File: config.mk
export PLATFORM = sky130hd
export DESIGN_NAME = vector_alu_pipe
export DESIGN_NICKNAME = d
export VERILOG_FILES = /design/src/rtl/vector_alu_pkg.sv /design/src/rtl/vector_alu_lane.sv /design/src/rtl/vector_alu_pipe.sv
export SDC_FILE = /design/constraint.sdc
export NUM_CORES = 2
export LEC_CHECK = 0
export ABC_CLOCK_PERIOD_IN_PS = 50700
export BUFFER_PORTS_ARGS = -buffer_cell sky130_fd_sc_hd__buf_2
export CORE_AREA = 5 5 420 422
export DETAILED_ROUTE_END_ITERATION = 8
export DIE_AREA = 0 0 425 427
export SYNTH_ARGS = -nofsm -noshare
export SYNTH_HDL_FRONTEND = slang
export SYNTH_SLANG_ARGS = --single-unit
File: constraint.sdc
create_clock -name clk -period 50.7 [get_ports clk]
set_input_delay 2.535 -clock clk [delete_from_list [all_inputs] [get_ports clk]]
set_output_delay 2.535 -clock clk [all_outputs]
set_load 0.05 [all_outputs]
File: src/rtl/vector_alu_pkg.sv
// Shared types for the vector ALU: opcode encoding and control FSM states.
package vector_alu_pkg;

  typedef enum logic [3:0] {
    OP_ADD  = 4'd0,
    OP_SUB  = 4'd1,
    OP_AND  = 4'd2,
    OP_OR   = 4'd3,
    OP_XOR  = 4'd4,
    OP_SLL  = 4'd5,
    OP_SRL  = 4'd6,
    OP_SRA  = 4'd7,
    OP_MINU = 4'd8,
    OP_MAXU = 4'd9,
    OP_MIN  = 4'd10,
    OP_MAX  = 4'd11,
    OP_SEQ  = 4'd12
  } alu_op_e;

  typedef enum logic [1:0] {
    IDLE = 2'd0,
    EXEC = 2'd1,
    DONE = 2'd2
  } state_e;

endpackage

File: src/rtl/vector_alu_lane.sv
// One element-wide ALU slice; purely combinational, replicated once per lane.
module vector_alu_lane
  import vector_alu_pkg::*;
#(
  parameter int EWIDTH = 32
) (
  input  logic [3:0]        alu_op,
  input  logic [EWIDTH-1:0] a,
  input  logic [EWIDTH-1:0] b,
  output logic [EWIDTH-1:0] r
);

  localparam int SHW = $clog2(EWIDTH);

  logic [SHW-1:0] sh;
  assign sh = b[SHW-1:0];

  // NOTE: every output of a combinational block gets a default before the
  // case; any path that leaves it unassigned would infer a latch.
  always_comb begin
    r = '0;
    case (alu_op)
      OP_ADD:  r = a + b;
      OP_SUB:  r = a - b;
      OP_AND:  r = a & b;
      OP_OR:   r = a | b;
      OP_XOR:  r = a ^ b;
      OP_SLL:  r = a << sh;
      OP_SRL:  r = a >> sh;
      OP_SRA:  r = $unsigned($signed(a) >>> sh);
      OP_MINU: r = (a < b) ? a : b;
      OP_MAXU: r = (a > b) ? a : b;
      OP_MIN:  r = ($signed(a) < $signed(b)) ? a : b;
      OP_MAX:  r = ($signed(a) > $signed(b)) ? a : b;
      OP_SEQ:  r = {{(EWIDTH-1){1'b0}}, (a == b)};
      default: r = '0;  // reserved opcodes write zero
    endcase
  end

endmodule

File: src/rtl/vector_alu_pipe.sv
// Multi-cycle vector ALU: captures one instruction, sweeps LANES elements per
// cycle with vl/mask gating (mask-undisturbed), then holds the result until taken.
module vector_alu_pipe
  import vector_alu_pkg::*;
#(
  parameter  int VLEN   = 8,
  parameter  int EWIDTH = 32,
  parameter  int LANES  = 2,
  localparam int VLW    = $clog2(VLEN + 1)
) (
  input  logic                     clk,
  input  logic                     rst,
  input  logic                     in_valid,
  output logic                     in_ready,
  input  logic [3:0]               alu_op,
  input  logic                     vx,
  input  logic                     vm,
  input  logic [VLW-1:0]           vl,
  input  logic [VLEN-1:0]          mask,
  input  logic [EWIDTH*VLEN-1:0]   src1,
  input  logic [EWIDTH*VLEN-1:0]   src2,
  input  logic [EWIDTH-1:0]        scalar,
  input  logic [EWIDTH*VLEN-1:0]   vd_old,
  output logic                     out_valid,
  input  logic                     out_ready,
  output logic [EWIDTH*VLEN-1:0]   result,
  output logic                     busy
);

  localparam int EIW = (VLEN > 1) ? $clog2(VLEN) : 1;
  localparam int IW  = $clog2(VLEN + LANES + 1);

  state_e                       state_q, state_d;
  logic [IW-1:0]                idx_q, idx_d;
  logic [VLEN-1:0][EWIDTH-1:0]  result_q, result_d;
  logic [VLEN-1:0][EWIDTH-1:0]  a_q, b_q;
  logic [VLW-1:0]               vl_q;
  logic                         vm_q;
  logic [VLEN-1:0]              mask_q;
  logic [3:0]                   op_q;

  logic                         accept;
  logic [LANES-1:0][EWIDTH-1:0] lane_r;
  logic [LANES-1:0][EIW-1:0]    lane_el;
  logic [LANES-1:0]             lane_we;

  assign accept = in_valid && (state_q == IDLE);

  // Lane k works on element idx+k; elements past VLEN or vl, or masked off,
  // are never written so they keep their vd_old value.
  for (genvar k = 0; k < LANES; k++) begin : g_lane
    logic [31:0] e;
    logic        in_range;
    assign e          = 32'(idx_q) + 32'(k);
    assign in_range   = e < 32'(VLEN);
    assign lane_el[k] = in_range ? e[EIW-1:0] : '0;
    assign lane_we[k] = in_range && (e < 32'(vl_q)) && (!vm_q || mask_q[lane_el[k]]);

    vector_alu_lane #(.EWIDTH(EWIDTH)) u_lane (
      .alu_op (op_q),
      .a      (a_q[lane_el[k]]),
      .b      (b_q[lane_el[k]]),
      .r      (lane_r[k])
    );
  end

  always_comb begin
    state_d  = state_q;
    idx_d    = idx_q;
    result_d = result_q;
    case (state_q)
      IDLE: if (in_valid) begin
        state_d  = EXEC;
        idx_d    = '0;
        result_d = vd_old;
      end
      EXEC: begin
        for (int k = 0; k < LANES; k++) begin
          if (lane_we[k]) result_d[lane_el[k]] = lane_r[k];
        end
        idx_d = idx_q + IW'(LANES);
        if (32'(idx_q) + 32'(LANES) >= 32'(vl_q)) state_d = DONE;
      end
      DONE: if (out_ready) state_d = IDLE;
      default: state_d = IDLE;
    endcase
  end

  // NOTE: state registers use non-blocking assignments so every flop samples
  // the pre-edge values regardless of block evaluation order.
  always_ff @(posedge clk) begin
    if (rst) begin
      state_q  <= IDLE;
      idx_q    <= '0;
      result_q <= '0;
    end else begin
      state_q  <= state_d;
      idx_q    <= idx_d;
      result_q <= result_d;
    end
  end

  // NOTE: operand capture registers carry no reset; they are always loaded on
  // accept before being read, so resetting them would only cost routing.
  always_ff @(posedge clk) begin
    if (accept) begin
      a_q    <= src1;
      b_q    <= vx ? {VLEN{scalar}} : src2;
      vl_q   <= (vl > VLW'(VLEN)) ? VLW'(VLEN) : vl;
      vm_q   <= vm;
      mask_q <= mask;
      op_q   <= alu_op;
    end
  end

  assign in_ready  = (state_q == IDLE);
  assign out_valid = (state_q == DONE);
  assign busy      = (state_q != IDLE);
  assign result    = result_q;

endmodule
=== Word level (Yosys, flattened, before mapping) ===
Cells that the tools add are included.

* Output and inout port bits: 259
* Register bits: 791
* Input bits: 822
* Latch bits: 0
* Memories: 0
* ROM bits: 0
* Logic and storage cells: 144
* Memory bits (writable): 0

* Muxes and demuxes: 42
* Add/subtract/negate cells: 7
* Order comparisons: 18
* Shifts and indexed selects: 6
* Eq/ne operators: 19
* Reductions and logical operators: 16
* Bitwise logic cells: 6
* Divide/modulo/power cells: 0
* $mul: 0

{| class="wikitable"
|+ Operator list
! cell !! number
|-
| $mux W256 || 5
|-
| $pmux W32 S13 || 2
|-
| $bwmux W256 || 2
|-
| $pmux W256 S2 || 1
|-
| $mux W32 || 14
|-
| $bmux W32 S3 || 4
|-
| $demux W32 S3 || 2
|-
| $gt A32 B32 Y1 || 4
|-
| $lt A32 B32 Y1 || 4
|-
| $add A32 B32 Y32 || 2
|-
| $and A32 B32 Y32 || 2
|-
| $eq A32 B32 Y1 || 2
|-
| $or A32 B32 Y32 || 2
|-
| $shl A32 B5 Y32 || 2
|-
| $shr A32 B5 Y32 || 2
|-
| $sshr A32 B5 Y32 || 2
|-
| $sub A32 B32 Y32 || 2
|-
| $xor A32 B32 Y32 || 2
|-
| $eq A4 B4 Y1 const B || 5
|-
| $eq A4 B3 Y1 const B || 4
|-
| $eq A4 B2 Y1 const B || 2
|-
| $lt A3 B4 Y1 const B || 2
|-
| $pmux W4 S2 || 1
|-
| $logic_and A1 B1 Y1 || 7
|-
| 28 further kinds || 37
|}

=== Longest topological paths before layout ===
* Depth in word-level cells: 13
* Gate-level depth with buffers: 27
* Gate-level depth less buffers: 17

=== By module ===
From an unflattened synthesis, not the netlist that was laid out.

* Cell total of the unflattened synthesis: 6,476
* Area, all modules: 56,005.0 um^2

{| class="wikitable"
|+ By module, submodules not included
! module !! times used !! seq. area each (um^2) !! cells an instance !! area each (um^2)
|-
| vector_alu_pipe || 1 || 21,110.2 || 3,272 || 35,625.4
|-
| vector_alu_lane || 2 || 0.0 || 1,602 || 10,189.8
|}

=== Worst setup path after synthesis ===
No wires, ideal clock.

* Kind: input to register
* From: input port in_valid
* To: register result_q (netlist bit result[175])
* Data arrival time: 19.023 ns
* Buffers on the path: 1
* Stages on the path: 5
* Setup time: 0.136 ns
* Slack: 31.541 ns
* Data required time: 50.564 ns
* Cell sequence: nand2_1 clkinv_1 clkbuf_1 a22oi_1 o221ai_1

* Cells in the longest elaborated chain, start to end: 2

{| class="wikitable"
|+ RTL lines
! what !! RTL line !! source
|-
| from (decl) || vector_alu_pipe.sv:13 || <nowiki>input logic in_valid,</nowiki>
|-
| $ne A2 B2 Y1 (no line) || -- ||
|-
| $reduce_and A2 Y1 (no line) || -- ||
|-
| to (signal assigned) || vector_alu_pipe.sv:99 || <nowiki>result_q <= result_d;</nowiki>
|-
| to (decl) || vector_alu_pipe.sv:35 || <nowiki>logic [VLEN-1:0][EWIDTH-1:0] result_q, result_d;</nowiki>
|}

Every way passes these cells.
A chain may end at the register's enable or synchronous reset.

=== Worst setup path in the final report ===
* From: register idx_q[2]
* To: register result_q (netlist bit result[181])

* Cells in the longest elaborated chain, start to end: 13
* Elaborated cells between the ends (all ways): 75
* Classes of those cells: add/sub: 5; order compare: 16; shift: 6; mux: 34; bitwise: 6; reduce/logical: 8

{| class="wikitable"
|+ RTL lines
! what !! RTL line !! source
|-
| from (decl) || vector_alu_pipe.sv:34 || <nowiki>logic [IW-1:0] idx_q, idx_d;</nowiki>
|-
| from (signal assigned) || vector_alu_pipe.sv:98 || <nowiki>idx_q <= idx_d;</nowiki>
|-
| branches (longest 11 deep; another with $gt A32 B32 Y1) || -- ||
|-
| $mux W256 (*) || vector_alu_pipe.sv:79 || <nowiki>if (lane_we[k]) result_d[lane_el[k]] = lane_r[k];</nowiki>
|-
| $pmux W256 S2 (*) || vector_alu_pipe.sv:71 || <nowiki>case (state_q)</nowiki>
|}

Every way passes the cells marked *. The select of a mux whose other input is x is not followed.

==> key figures <==
Timing
  • Relative slew slack: 0.1602
  • Final setup fails: 0
  • Setup Skew: 0.07550 ns
  • Final worst setup slack: 42.38 ns
  • Worst slack on hold paths: 0.5056 ns
  • Final critical-path share of the clock period: 0.1640
  • Worst-Margin Slew: 1.260 ns
  • Fin crit period: 8.315 ns
  • Final-report hold violation count: 0
  • TNS Setup: 0 ns
  • RSZ-0062 raised after global routing: no
  • Max-slew violations: 0
  • Fmax: 0.1203 GHz

Drt
  • First drt pass iteration count: 9
  • Final ANT Viol Nets: 0
  • Initial detailed-routing violation count: 7,075
  • Drt via density: 6.102
  • Wirelength per Cell: 36.65 um
  • Via count: 58,330
  • Drt total wl: 350,400 um
  • Post-route DRC violation count: 0

Clock network
  • Root buffer cell: clkbuf_16
  • Max clock buf depth: 3
  • TritonCTS clock tree: built
  • CTS sink count: 790
  • Post-cts gate resize count: 0
  • Setup Buffers After CTS: 0
  • CTS Buf Count: 88
  • Clock latency on the worst-skew pair: 0.76 ns
  • CTS clk-pin slew, worst paths: 0.06 ns
  • CTS HTree Levels: 3
  • Hold_buf cts: 0

Setup path
  • Crit path DAT: 8.91 ns
  • Startpoint types: register
  • Setup crit end kind: register
  • Critical path type: reg -> reg
  • CP max FO: 50
  • Worst EP required: 51.29 ns

Yosys
  • Yosys top cell area share: 0.2914
  • Most numerous cell in the Yosys netlist: nor2_1
  • Register area share after synthesis: 0.3873
  • Largest area contributor in the netlist: edfxtp_1
  • Adder-Cell Fraction of Synth Area: 0.04830
  • Mapped Cells: 6,222
  • Synth Area in Compound Gates: 0.2816
  • Synth cell types: 105
  • XOR/XNOR share of the synthesized area: 0.005142
  • Post-synth top cells: 712 x nor2_1, 554 x o21ai_0, 529 x edfxtp_1, 458 x inv_1, 431 x a21oi_1
  • Async SR Flop Fraction: 0
  • Post-synth EDFFs: 529
  • Register bit total from synthesis: 790
  • Combinational family with the most area after synthesis: compound AO/OA/AOI/OAI gates
  • Ranking of synthesized cells by area: edfxtp_1 29%, dfxtp_1 9.6%, o21ai_0 5.1%
  • Mapped Area: 54,510 um^2
  • Commonest register cell after synthesis: edfxtp_1
  • Mux contribution to synthesized area: 0.06290
  • Post-Synth Simple-Gate Area: 0.1462
  • Syn Area/Cell: 8.760 um^2
  • Ys Warns: 0
  • Post-Syn Nets: 7,252

Placed design
  • DP Worst Slack: 42.49 ns
  • Routability cong.: 1.037
  • Post-DP HPWL: 284,000 um
  • Port bufs: 1,080
  • Placed cells: 9,364

Global route
  • Total Routing Usage GR: 0.3676
  • GR Layer Usage met1: 0.4687
  • Met2 Track Usage GR: 0.5694
  • GR Util met3: 0.08229
  • GRT overflow: 0
  • First-pass GRT wire length: 467,800 um
  • Global route hottest layer: met2
  • Number of global-route vias before repair: 55,970
  • Pin count of the biggest net entering global routing: 147
  • Initial antenna violation count: 48

Power and ir drop
  • Internal: 1.537 mW
  • Pwr Density: 45.24 nW/um^2
  • Switching power share of the total: 0.4841
  • P_sw: 1.442 mW
  • Sequential Power Share: 0.277
  • Combinational power share: 0.506
  • Clock power frac: 0.217
  • Maximum vdd drop: 0.02850 mV
  • Static Leak: 27.22 nW

Floorplan
  • Die W: 425 um
  • Die ar.: 181,500 um^2
  • Core Region: 172,700 um^2
  • Std-Cell Rows: 153
  • IO Count: 1,081
  • Chip height: 427 um
  • Initial core utilization: 0.3157

Final layout
  • Finished Layout Cells: 9,559
  • Fill count: 17,930
  • Fraction of layout instances using a drive strength above 1: 0.2460
  • Final core area utilization: 0.3814
  • # nets final: 8,159
  • Layout area overhead: 20.82%

Min path
  • Hold WC Path Type: reg -> reg

Run status
  • Status: completed

Job
  • Max-Cap Viols: 0
==> area by class of cell <==
cell class              instances  area (um^2)  area share
repair buffers               1285         6984      0.1061
multi-input cells            4495        30080      0.4568
clock inverters                52        544.3    0.008265
inverters                     469         1770     0.02688
diodes                         36        90.09    0.001368
well taps                    2325         2909     0.04417
clock buffers                 107         2355     0.03576
flip-flops and latches        790        21120      0.3207
==> metal layers <==
layer | part of all wire | wire length (um) | vias up
met3 | 0.088 | 30720 | 675
li1 | - | - | 25230
met2 | 0.44 | 153900 | 3398
met5 | 0.00044 | 154 | -
met1 | 0.40 | 140800 | 29000
met4 | 0.071 | 24770 | 22
==> sequential cells by signal, indices dropped and copies added, names as in the netlist <==
| name | cells |
|---|---|
| mask_q | 8 |
| b_q | 256 |
| vl_q | 4 |
| idx_q | 3 |
| state_q | 2 |
| a_q | 256 |
| op_q | 4 |
| result | 256 |
| vm_q | 1 |
==> power by group through the flow <==
stage / Clock [mW] / Combinational [mW] / Sequential (mW)
after global placement: 0 / 1.46 / 0.836
after detailed placement: 0 / 1.45 / 0.838
final: 0.648 / 1.51 / 0.825
after CTS: 0.656 / 1.46 / 0.824
after global routing: 0.682 / 1.55 / 0.830
after floorplan: 0 / 0.719 / 0.968
==> metrics by stage <==
stage                     total power, mW  cell area [um^2]
after floorplan                     1.686             54510
after global placement              2.293             62870
after detailed placement            2.291             62870
after CTS                           2.939             65760
after global routing                3.066             65810
final                               2.980             65850
==> final timing paths <==
| path | start | endpoint | slack [ns] | cells after the start |
|---|---|---|---|---|
| min reg2reg | result[213] | result[213] | 0.51 | 2 |
| max | idx_q[2] | result[181] | 42.38 | 18 |
| max reg2reg | idx_q[2] | result[181] | 42.38 | 18 |
| min | result[213] | result[213] | 0.51 | 2 |
==> worst max-delay path, cell delays in order, from the launching register on <==
cell and delay, ns:
dfxtp_4 0.53, buf_4 0.51, buf_4 0.73, mux4_2 0.41, mux2_2 0.44, inv_1 0.19, ha_1 0.21, inv_1 0.07
fa_1 0.46, a21oi_1 0.33, o221ai_1 0.33, a21o_1 0.27, o211ai_1 0.37, and3_1 0.71, o22ai_1 0.33, nor2_2 0.92
o22ai_1 0.22, nor4_2 0.79, o21ai_0 0.21
==> cells in the final DEF, fill, tap and decap left out, types with 70 or more instances in the layout <==
| cell type | count |
|---|---|
| buf_2 | 1078 |
| nor2_1 | 703 |
| o21ai_0 | 548 |
| edfxtp_1 | 529 |
| inv_1 | 454 |
| a21oi_1 | 421 |
| nand2_1 | 409 |
| dfxtp_1 | 258 |
| mux2i_1 | 230 |
| ha_1 | 204 |
| buf_4 | 203 |
| nand3_1 | 153 |
| o221a_2 | 152 |
| o211ai_1 | 132 |
| o221ai_1 | 102 |
| a31oi_1 | 90 |
| clkbuf_16 | 89 |
| nor3_1 | 86 |
| a22oi_1 | 81 |
| o22ai_1 | 70 |
==> kinds of logic (layout without fill, tap and decap cells) <==
kind of cell / count (synthesis) / count (layout)
XOR/XNOR: 32 / 32
AND/OR/NAND/NOR: 1743 / 1743
AO/OA/AOI/OAI: 2219 / 2219
other: 0 / 36
adder cells (fa/ha/maj): 208 / 208
multiplexers: 293 / 293
flip-flops: 790 / 790
buffers and inverters: 937 / 1913
Note: power is estimated with default switching activity, not from simulation.
